[src/rtl/reg_bcd_converter_if.sv]
// ---------------------------------------------------------------------------
// reg_bcd_converter_if
// Request/result bundle for the register-to-BCD converter.
//   start      : conversion request (master -> slave)
//   value      : two's-complement register content (master -> slave)
//   busy       : conversion in progress (slave -> master)
//   done       : one-cycle pulse when the result outputs update
//   sign       : captured value was negative
//   bcd        : magnitude as BCD, digit 0 in bits [3:0]
//   num_digits : count of significant digits, 1..DIGITS
//   over99     : magnitude does not fit in two decimal digits
// ---------------------------------------------------------------------------
interface reg_bcd_converter_if #(
  parameter int WIDTH  = 32,
  parameter int DIGITS = 10
);
  logic                  start;
  logic [WIDTH-1:0]      value;
  logic                  busy;
  logic                  done;
  logic                  sign;
  logic [4*DIGITS-1:0]   bcd;
  logic [3:0]            num_digits;
  logic                  over99;

  modport master (
    output start, value,
    input  busy, done, sign, bcd, num_digits, over99
  );

  modport slave (
    input  start, value,
    output busy, done, sign, bcd, num_digits, over99
  );
endinterface

[src/rtl/reg_bcd_converter.sv]
// ---------------------------------------------------------------------------
// reg_bcd_converter
// Converts a two's-complement register value into sign + BCD magnitude using
// a serial double-dabble (shift-and-add-3), one bit per clock. Latency is a
// fixed WIDTH cycles from the start-accept edge to the done edge.
// Ports:
//   clk     : single clock, rising edge
//   reset_n : asynchronous active-low reset
//   bus     : slave side of reg_bcd_converter_if (start/value in,
//             busy/done/sign/bcd/num_digits/over99 out)
// ---------------------------------------------------------------------------
module reg_bcd_converter #(
  parameter int WIDTH  = 32,
  parameter int DIGITS = 10
) (
  input  logic              clk,
  input  logic              reset_n,
  reg_bcd_converter_if.slave bus
);

  localparam int CNT_W = $clog2(WIDTH + 1);
  localparam int BCD_W = 4 * DIGITS;

  typedef enum logic {IDLE, SHIFT} state_t;

  state_t             r_state;
  state_t             w_state_nxt;
  logic [CNT_W-1:0]   r_count;
  logic [WIDTH-1:0]   r_shift;
  logic [BCD_W-1:0]   r_scratch;
  logic               r_sign_cap;

  logic               w_accept;
  logic               w_last;
  logic [WIDTH-1:0]   w_mag;
  logic [BCD_W-1:0]   w_scratch_adj;
  logic [BCD_W-1:0]   w_scratch_nxt;

  // Add 3 to every digit >= 5 so the following left shift carries correctly
  // into the next decimal digit.
  function automatic logic [BCD_W-1:0] f_dabble_adjust(input logic [BCD_W-1:0] s);
    logic [BCD_W-1:0] r;
    r = s;
    for (int i = 0; i < DIGITS; i++) begin
      if (s[4*i +: 4] >= 4'd5) r[4*i +: 4] = s[4*i +: 4] + 4'd3;
    end
    return r;
  endfunction

  // 1 + index of the most significant non-zero digit; 1 for an all-zero value.
  function automatic logic [3:0] f_num_digits(input logic [BCD_W-1:0] s);
    logic [3:0] n;
    n = 4'd1;
    for (int i = 0; i < DIGITS; i++) begin
      if (s[4*i +: 4] != 4'd0) n = 4'(i + 1);
    end
    return n;
  endfunction

  function automatic logic f_over99(input logic [BCD_W-1:0] s);
    return |s[BCD_W-1:8];
  endfunction

  // Unsigned WIDTH-bit negation: -2^(WIDTH-1) maps to 2^(WIDTH-1).
  always_comb begin
    w_mag         = bus.value[WIDTH-1] ? (-bus.value) : bus.value;
    w_scratch_adj = f_dabble_adjust(r_scratch);
    w_scratch_nxt = {w_scratch_adj[BCD_W-2:0], r_shift[WIDTH-1]};
  end

  always_comb begin
    w_state_nxt = r_state;
    w_accept    = 1'b0;
    w_last      = 1'b0;
    case (r_state)
      IDLE: begin
        if (bus.start) begin
          w_accept    = 1'b1;
          w_state_nxt = SHIFT;
        end
      end
      SHIFT: begin
        if (r_count == CNT_W'(WIDTH - 1)) begin
          w_last      = 1'b1;
          w_state_nxt = IDLE;
        end
      end
      default: w_state_nxt = IDLE;
    endcase
  end

  always_ff @(posedge clk or negedge reset_n) begin
    if (!reset_n) r_state <= IDLE;
    else          r_state <= w_state_nxt;
  end

  // Control, scratch and result registers. Results are only written on the
  // final shift edge, so intermediate scratch never reaches the outputs.
  always_ff @(posedge clk or negedge reset_n) begin
    if (!reset_n) begin
      r_count        <= '0;
      r_scratch      <= '0;
      r_sign_cap     <= 1'b0;
      bus.busy       <= 1'b0;
      bus.done       <= 1'b0;
      bus.sign       <= 1'b0;
      bus.bcd        <= '0;
      bus.num_digits <= 4'd1;
      bus.over99     <= 1'b0;
    end else begin
      bus.done <= 1'b0;
      if (w_accept) begin
        r_sign_cap <= bus.value[WIDTH-1];
        r_scratch  <= '0;
        r_count    <= '0;
        bus.busy   <= 1'b1;
      end else if (r_state == SHIFT) begin
        r_scratch <= w_scratch_nxt;
        r_count   <= r_count + CNT_W'(1);
        if (w_last) begin
          bus.bcd        <= w_scratch_nxt;
          bus.sign       <= r_sign_cap;
          bus.num_digits <= f_num_digits(w_scratch_nxt);
          bus.over99     <= f_over99(w_scratch_nxt);
          bus.done       <= 1'b1;
          bus.busy       <= 1'b0;
        end
      end
    end
  end

  // Binary shift register: pure data, loaded on accept, shifted out MSB first.
  always_ff @(posedge clk) begin
    if (w_accept)               r_shift <= w_mag;
    else if (r_state == SHIFT)  r_shift <= r_shift << 1;
  end

endmodule

[src/flat_wrapper.sv]
// flat-port wrapper written by rule: the top's interface ports become plain ports
module reg_bcd_converter_flat 
#(
  parameter int WIDTH  = 32,
  parameter int DIGITS = 10
)
  (clk, reset_n, bus_start, bus_value, bus_busy, bus_done, bus_sign, bus_bcd, bus_num_digits, bus_over99);
  reg_bcd_converter_if #(.WIDTH(WIDTH), .DIGITS(DIGITS)) bus_i ();
  input  logic clk;
  input  logic reset_n;
  input wire logic [$bits(bus_i.start)-1:0] bus_start;
  input wire logic [$bits(bus_i.value)-1:0] bus_value;
  output wire logic [$bits(bus_i.busy)-1:0] bus_busy;
  output wire logic [$bits(bus_i.done)-1:0] bus_done;
  output wire logic [$bits(bus_i.sign)-1:0] bus_sign;
  output wire logic [$bits(bus_i.bcd)-1:0] bus_bcd;
  output wire logic [$bits(bus_i.num_digits)-1:0] bus_num_digits;
  output wire logic [$bits(bus_i.over99)-1:0] bus_over99;
  assign bus_i.start = bus_start;
  assign bus_i.value = bus_value;
  assign bus_busy = bus_i.busy;
  assign bus_done = bus_i.done;
  assign bus_sign = bus_i.sign;
  assign bus_bcd = bus_i.bcd;
  assign bus_num_digits = bus_i.num_digits;
  assign bus_over99 = bus_i.over99;
  reg_bcd_converter #(.WIDTH(WIDTH), .DIGITS(DIGITS)) u_core (.clk(clk), .reset_n(reset_n), .bus(bus_i));
endmodule
[config.mk]
export PLATFORM = sky130hd
export DESIGN_NAME = reg_bcd_converter_flat
export DESIGN_NICKNAME = d
export VERILOG_FILES = /design/src/rtl/reg_bcd_converter_if.sv /design/src/rtl/reg_bcd_converter.sv /design/src/flat_wrapper.sv
export SDC_FILE = /design/constraint.sdc
export NUM_CORES = 1
export LEC_CHECK = 0
export ABC_AREA = 1
export ABC_CLOCK_PERIOD_IN_PS = 4700
export BUFFER_PORTS_ARGS = -buffer_cell sky130_fd_sc_hd__buf_2
export CAP_MARGIN = 40
export CORE_ASPECT_RATIO = 0.9
export CORE_MARGIN = 8
export CORE_UTILIZATION = 50
export DETAILED_ROUTE_END_ITERATION = 10
export PLACE_DENSITY_LB_ADDON = 0.1
export SETUP_SLACK_MARGIN = 0.4
export SYNTH_ARGS = -nofsm -noshare
export SYNTH_HDL_FRONTEND = slang
export SYNTH_SLANG_ARGS = --single-unit
[constraint.sdc]
create_clock -name clk -period 4.7 [get_ports clk]
set_clock_uncertainty 0.1 [all_clocks]
set_input_delay 0.705 -clock clk [delete_from_list [all_inputs] [get_ports clk]]
set_output_delay 0.705 -clock clk [all_outputs]
set_load 0.005 [all_outputs]
==> reports/results.txt, run 1 <==
Outcome = finished clean
Final worst setup slack = 2370 ps
Post-place setup slack = 2040 ps
# DRC = 0
Postcts setup bufs = 0
Final Instance Area = 7900 sq um
Crit path depth = 9
Rows = 40
Grt met2 use = 29.6%
WS Path Type = register to register
H-tree lvl count = 4
Max Slew Vio Count = 0
Area occupied by registers = 3360 sq um
Main flop type after synthesis = dfrtp_1
Pre-antenna DRT Iters = 4
Tot GR Track Use = 17.9%
Antenna violations before repair = 0
Commonest non-fill, non-tap cell in the layout = nand2_1
Worst hold path class = primary input to asynchronous set/reset pin
Cells on worst reg2reg path = 9
Synth area leader = dfrtp_1
First DRT Iteration DRCs = 312
Top-area cell type share of the netlist area = 35.2%
Post-synth EDFFs = 32
FF-to-FF End = u_core.bus.bcd[12]$_DFFE_PN0P_
Worst-path cell chain = ha_1, nand2_1, nor2_2, nand3_1, nor2_2, inv_2, buf_4, nand2_1, o21ai_1
Maxcap violations = 0
Total power = 5.40 mW
Worst skew pair latency = 420 ps
Core Area = 13,300 sq um
R2R setup slack = 2370 ps
VDD IR max = 413 uV
Max Fanout on Critical Path = 44
Avg WL per Cell = 14.3 microns
Busiest grt layer = met2
Hold Vio Cnt, Final = 0
Crit path to = u_core.bus.bcd[12]$_DFFE_PN0P_
Port Buffers = 82
Effective utilization at floorplan = 50.9%
CTS Hold Buffers Added = 0
Max Clk Rate = 429 MHz
Critical Path Start = u_core.r_count[0]$_DFFE_PN0P_
Cells after Synth = 801
CP top delay family = simple AND/OR/NAND/NOR gates
Vias in the first global route = 5,676
Antenna Nets Post-Route = 0
Synthesized flop and latch total = 128
Min Hold Slack = 232 ps
Syn Area/Cell = 8.42 sq um
Slew @ Worst Pin = 798 ps
Area of the multi-input gates = 2890 sq um
Clock buffer depth = 2
Clock transition at the registers of the reported paths = 60 ps
Final #Nets = 939
Layout Cells excl Fill = 1,063
Largest net degree at the start of global routing = 57
Die X = 138 microns
Critical path's slowest cell = dfrtp_1
Number of fill cells in the layout = 1,161
Routability congestion estimate = 0.873
Asr flop ratio synth = 75.0%
Setup crit end kind = register
Post-Route WL = 15,200 microns
Area after DPL = 7300 sq um
CTS root buf = clkbuf_16
Grt met3 use = 4.70%
Critical Path Source Type = register
YS warnings = 0
Rel. slew slack = 46.7%
Leak Pwr = 3.91 nW
DR vias = 5,619
Num CTS Buffers = 17
Area of the mapped netlist = 6750 sq um
Final Setup Violations = 0
Area growth from synthesis to layout = 17.0%
Global-route wire length before repair = 26,100 microns
CP Data Arrival Time = 2510 ps
Power Density = 684 nW/um^2
FF-to-FF Start = u_core.r_count[0]$_DFFE_PN0P_
Synth top area cells = dfrtp_1, edfxtp_1, nand2_1
Most frequent cells in the layout = nand2_1, dfrtp_1, inv_1, buf_2, o21ai_1
Clock tree sinks = 128
CP required = 4880 ps
Synth cell types = 43
Total congestion overflow = 0
Mapped Nets = 858
CP peak stage delay = 380 ps
Die ar. = 17,500 sq um
Post-CTS resize count = 0
Post-synthesis sequential area ratio = 49.9%
Setup TNS = 0 ps
Fin crit share = 49.6%
# diodes = 0
I/O pin cnt = 83
Share of cells above drive strength 1 = 17.1%
Vias per std cell = 5.29
Die Ht = 126 microns
Buf/Inv on CP = 2
Fin util = 59.5%
Grt met1 use = 21.7%
RSZ-0062 raised after global routing = false
DP Wirelength = 10,900 microns
Post-layout min period = 2330 ps
CTS tree = built
Placed insts = 1,031
-- state kept, by name, indices dropped and copies added, names as in the netlist --
signal and count:
u_core.bus.bcd 40, u_core.bus.busy 1, u_core.bus.done 1, u_core.bus.num_digits 4, u_core.bus.over99 1, u_core.bus.sign 1
u_core.r_count 6, u_core.r_scratch 40, u_core.r_shift 32, u_core.r_sign_cap 1, u_core.r_state 1
-- per-layer routing --
metal | share of wire, % | vias to the layer above
met3 | 4.0 | 31
met2 | 48 | 112
met1 | 46 | 2650
met4 | 2.1 | 0
met5 | 0 | -
li1 | - | 2826
-- report_power, final --
group / internal, mW / leakage [nW] / switching [mW]
logic: 0.793 / 2.05 / 1.36
clock network: 0.846 / 0.302 / 0.473
registers: 1.68 / 1.56 / 0.248
-- cells in the mapped netlist, drive strengths merged, types with 5 or more instances --
cell type	number
nand2	205
nor3	8
ha	22
edfxtp	32
inv	96
nor2	55
nand3	36
buf	8
a21oi	13
o22ai	40
or2	14
o21ai	100
dfrtp	95
nand4	13
clkbuf	18
xor2	21
xnor2	5
-- logic make-up after synthesis --
group / Yosys count / synth area share (%)
compound gates: 165 / 13.6
xor+xnor: 26 / 3.38
fa+ha+maj: 22 / 4.08
buf+inv: 122 / 7.27
flops: 128 / 49.9
simple gates: 338 / 21.8
-- final cells by class --
| type | instances | area share [%] |
|---|---|---|
| sequential | 128 | 42.6 |
| multi-input combinational | 551 | 36.6 |
| clock buffer | 22 | 6.26 |
| timing repair buffer | 88 | 5.96 |
| inverter | 96 | 4.56 |
| tap | 168 | 2.66 |
| clock inverter | 10 | 1.33 |
-- worst min path at each step --
stage / start / to / slack, ps / cells after the start
floorplan: reset_n / u_core.bus.bcd[0]$_DFFE_PN0P_ / 310 / 0
global placement: u_core.bus.num_digits[0]$_DFFE_PN1P_ / u_core.bus.num_digits[0]$_DFFE_PN1P_ / 360 / 2
detailed placement: u_core.bus.num_digits[0]$_DFFE_PN1P_ / u_core.bus.num_digits[0]$_DFFE_PN1P_ / 370 / 2
CTS: reset_n / u_core.r_scratch[19]$_DFFE_PN0P_ / 270 / 1
global route: reset_n / u_core.r_scratch[19]$_DFFE_PN0P_ / 290 / 1
finish: reset_n / u_core.r_scratch[19]$_DFFE_PN0P_ / 230 / 1
Note: power is estimated with default switching activity, not from simulation.
==> inputs of run 2 (changes only) <==
ABC_CLOCK_PERIOD_IN_PS = 2400   (was 4700)
clock period = 2.4 ns   (was 4.7 ns; I/O delays follow)
==> reports/results.txt, run 2 (same netlist as run 1, synthesis figures left out) <==
Vias in the first global route = 5,827
Port Buffers = 82
Sw Share = 39.1%
WS Path Type = register to register
Hold EP = u_core.r_state$_DFF_PN0_
Hold Vio Cnt, Final = 0
Avg WL per Cell = 15.2 microns
CP Data Arrival Time = 2270 ps
Comb power frac = 47.2%
Most frequent cells in the layout = nand2_1, dfrtp_1, buf_2, inv_1, buf_4
Share of cells above drive strength 1 = 30.9%
Vias per std cell = 5.30
FF-to-FF Start = u_core.r_scratch[32]$_DFFE_PN0P_
Clock tree sinks = 128
VDD IR max = 788 uV
Critical path's slowest cell = dfrtp_1
Post-layout min period = 2060 ps
Rel. slew slack = 67.6%
Tot GR Track Use = 18.6%
Effective utilization at floorplan = 50.9%
Hold path cells = 3
Total power = 12.7 mW
Die X = 138 microns
Worst skew pair latency = 420 ps
Area growth from synthesis to layout = 29.5%
# DRC = 0
# diodes = 0
Worst hold path class = primary input to register
Routability congestion estimate = 0.887
Leak Pwr = 4.22 nW
Final Setup Violations = 0
Setup crit end kind = register
Maxcap violations = 0
I/O pin cnt = 83
Slew @ Worst Pin = 486 ps
Worst Min Path Start = bus_start
CP peak stage delay = 420 ps
Final #Nets = 992
Worst-path cell chain = inv_2, ha_4, or2_2, a21oi_1, inv_1, nand4_1, nor2_2, nand2_2, inv_2, nand2_1, nand2_1
Die ar. = 17,500 sq um
Antenna Nets Post-Route = 0
First DRT Iteration DRCs = 380
Max Fanout on Critical Path = 3
CP required = 2610 ps
Commonest non-fill, non-tap cell in the layout = nand2_1
DR vias = 5,910
Biggest regs = u_core.bus.bcd x40, u_core.r_scratch x40, u_core.r_shift x32
Critical Path Source Type = register
Antenna violations before repair = 0
R2R setup slack = 340 ps
NetSw = 4.95 mW
Largest net degree at the start of global routing = 45
Max Clk Rate = 485 MHz
Clock group share of total power = 22.4%
Setup TNS = 0 ps
FF-to-FF End = u_core.bus.num_digits[2]$_DFFE_PN0P_
Post-Route WL = 16,900 microns
Rows = 40
Max Slew Vio Count = 0
Outcome = finished clean
Cells on worst reg2reg path = 11
Pre-antenna DRT Iters = 5
CTS root buf = clkbuf_16
Min Hold Slack = 164 ps
Seq pwr share = 30.5%
Num CTS Buffers = 17
Die Ht = 126 microns
Fin crit share = 85.8%
RSZ-0062 raised after global routing = true
H-tree lvl count = 4
DP Wirelength = 11,100 microns
Global-route wire length before repair = 27,100 microns
Total congestion overflow = 0
Clock buffer depth = 2
CTS tree = built
Internal = 7.71 mW
Power Density = 1450 nW/um^2
Core Area = 13,300 sq um
Clock transition at the registers of the reported paths = 60 ps
[run 2: final cells by class]
cell class / instances / area [sq um]
Timing Repair Buffer: 141 / 883
Fill cell: 1106 / 4530
Sequential cell: 128 / 3360
Clock buffer: 20 / 478
Clock inverter: 12 / 179
Multi-Input combinational cell: 551 / 3260
Inverter: 96 / 360
Tap cell: 168 / 210
[run 2: what timing repair did]
action,4_1_cts,5_1_grt
pin swaps,10,39
hold buffers,1,0
resized for setup,30,79
setup endpoints to repair,5,6
buffers inserted,9,32
endpoints found under the hold margin,24,0
[run 2: per-layer routing]
layer / share of wire, % / up-vias / track usage [%]
met5: 0 / - / 0
met4: 1.7 / 0 / 7.02
met3: 4.3 / 29 / 5.18
met2: 49 / 141 / 31.3
met1: 45 / 2818 / 22.2
li1: - / 2922 / -
[run 2: stage by stage]
stage,area (sq um),instances,utilization [%],setup WS (ps)
floorplan,6750,801,-,402
global placement,7390,1042,55.7,168
detailed placement,7390,1042,55.7,124
CTS,8240,1084,62.1,382
global route,8730,1116,65.8,219
finish,8730,1116,65.8,340
[run 2: critical path: cells and delay by family, from the launching register on]
family | cells | cell delay [ps]
DFF | 1 | 420
adders and majority gates | 1 | 180
AOI/OAI and AO/OA | 1 | 190
buffers and inverters | 3 | 250
and+or+nand+nor | 6 | 820
[run 2: worst max path at each step]
stage,startpoint,end,slack (ps)
after CTS,u_core.r_scratch[17]$_DFFE_PN0P_,u_core.bus.over99$_DFFE_PN0P_,380
final,u_core.r_scratch[32]$_DFFE_PN0P_,u_core.bus.num_digits[2]$_DFFE_PN0P_,340
after detailed placement,bus_value[0],u_core.r_shift[26]$_DFFE_PP_,120
after floorplan,bus_value[0],u_core.r_shift[26]$_DFFE_PP_,400
after global routing,u_core.r_scratch[29]$_DFFE_PN0P_,u_core.bus.num_digits[2]$_DFFE_PN0P_,220
after global placement,bus_value[0],u_core.r_shift[26]$_DFFE_PP_,170
[run 2: power by group through the flow]
| stage | registers (mW) | logic, mW | clock network (mW) |
|---|---|---|---|
| floorplan | 3.75 | 2.96 | 0 |
| global placement | 3.77 | 4.08 | 0 |
| detailed placement | 3.81 | 4.28 | 0 |
| CTS | 3.80 | 4.79 | 2.88 |
| global route | 3.95 | 6.63 | 2.97 |
| finish | 3.86 | 5.97 | 2.83 |
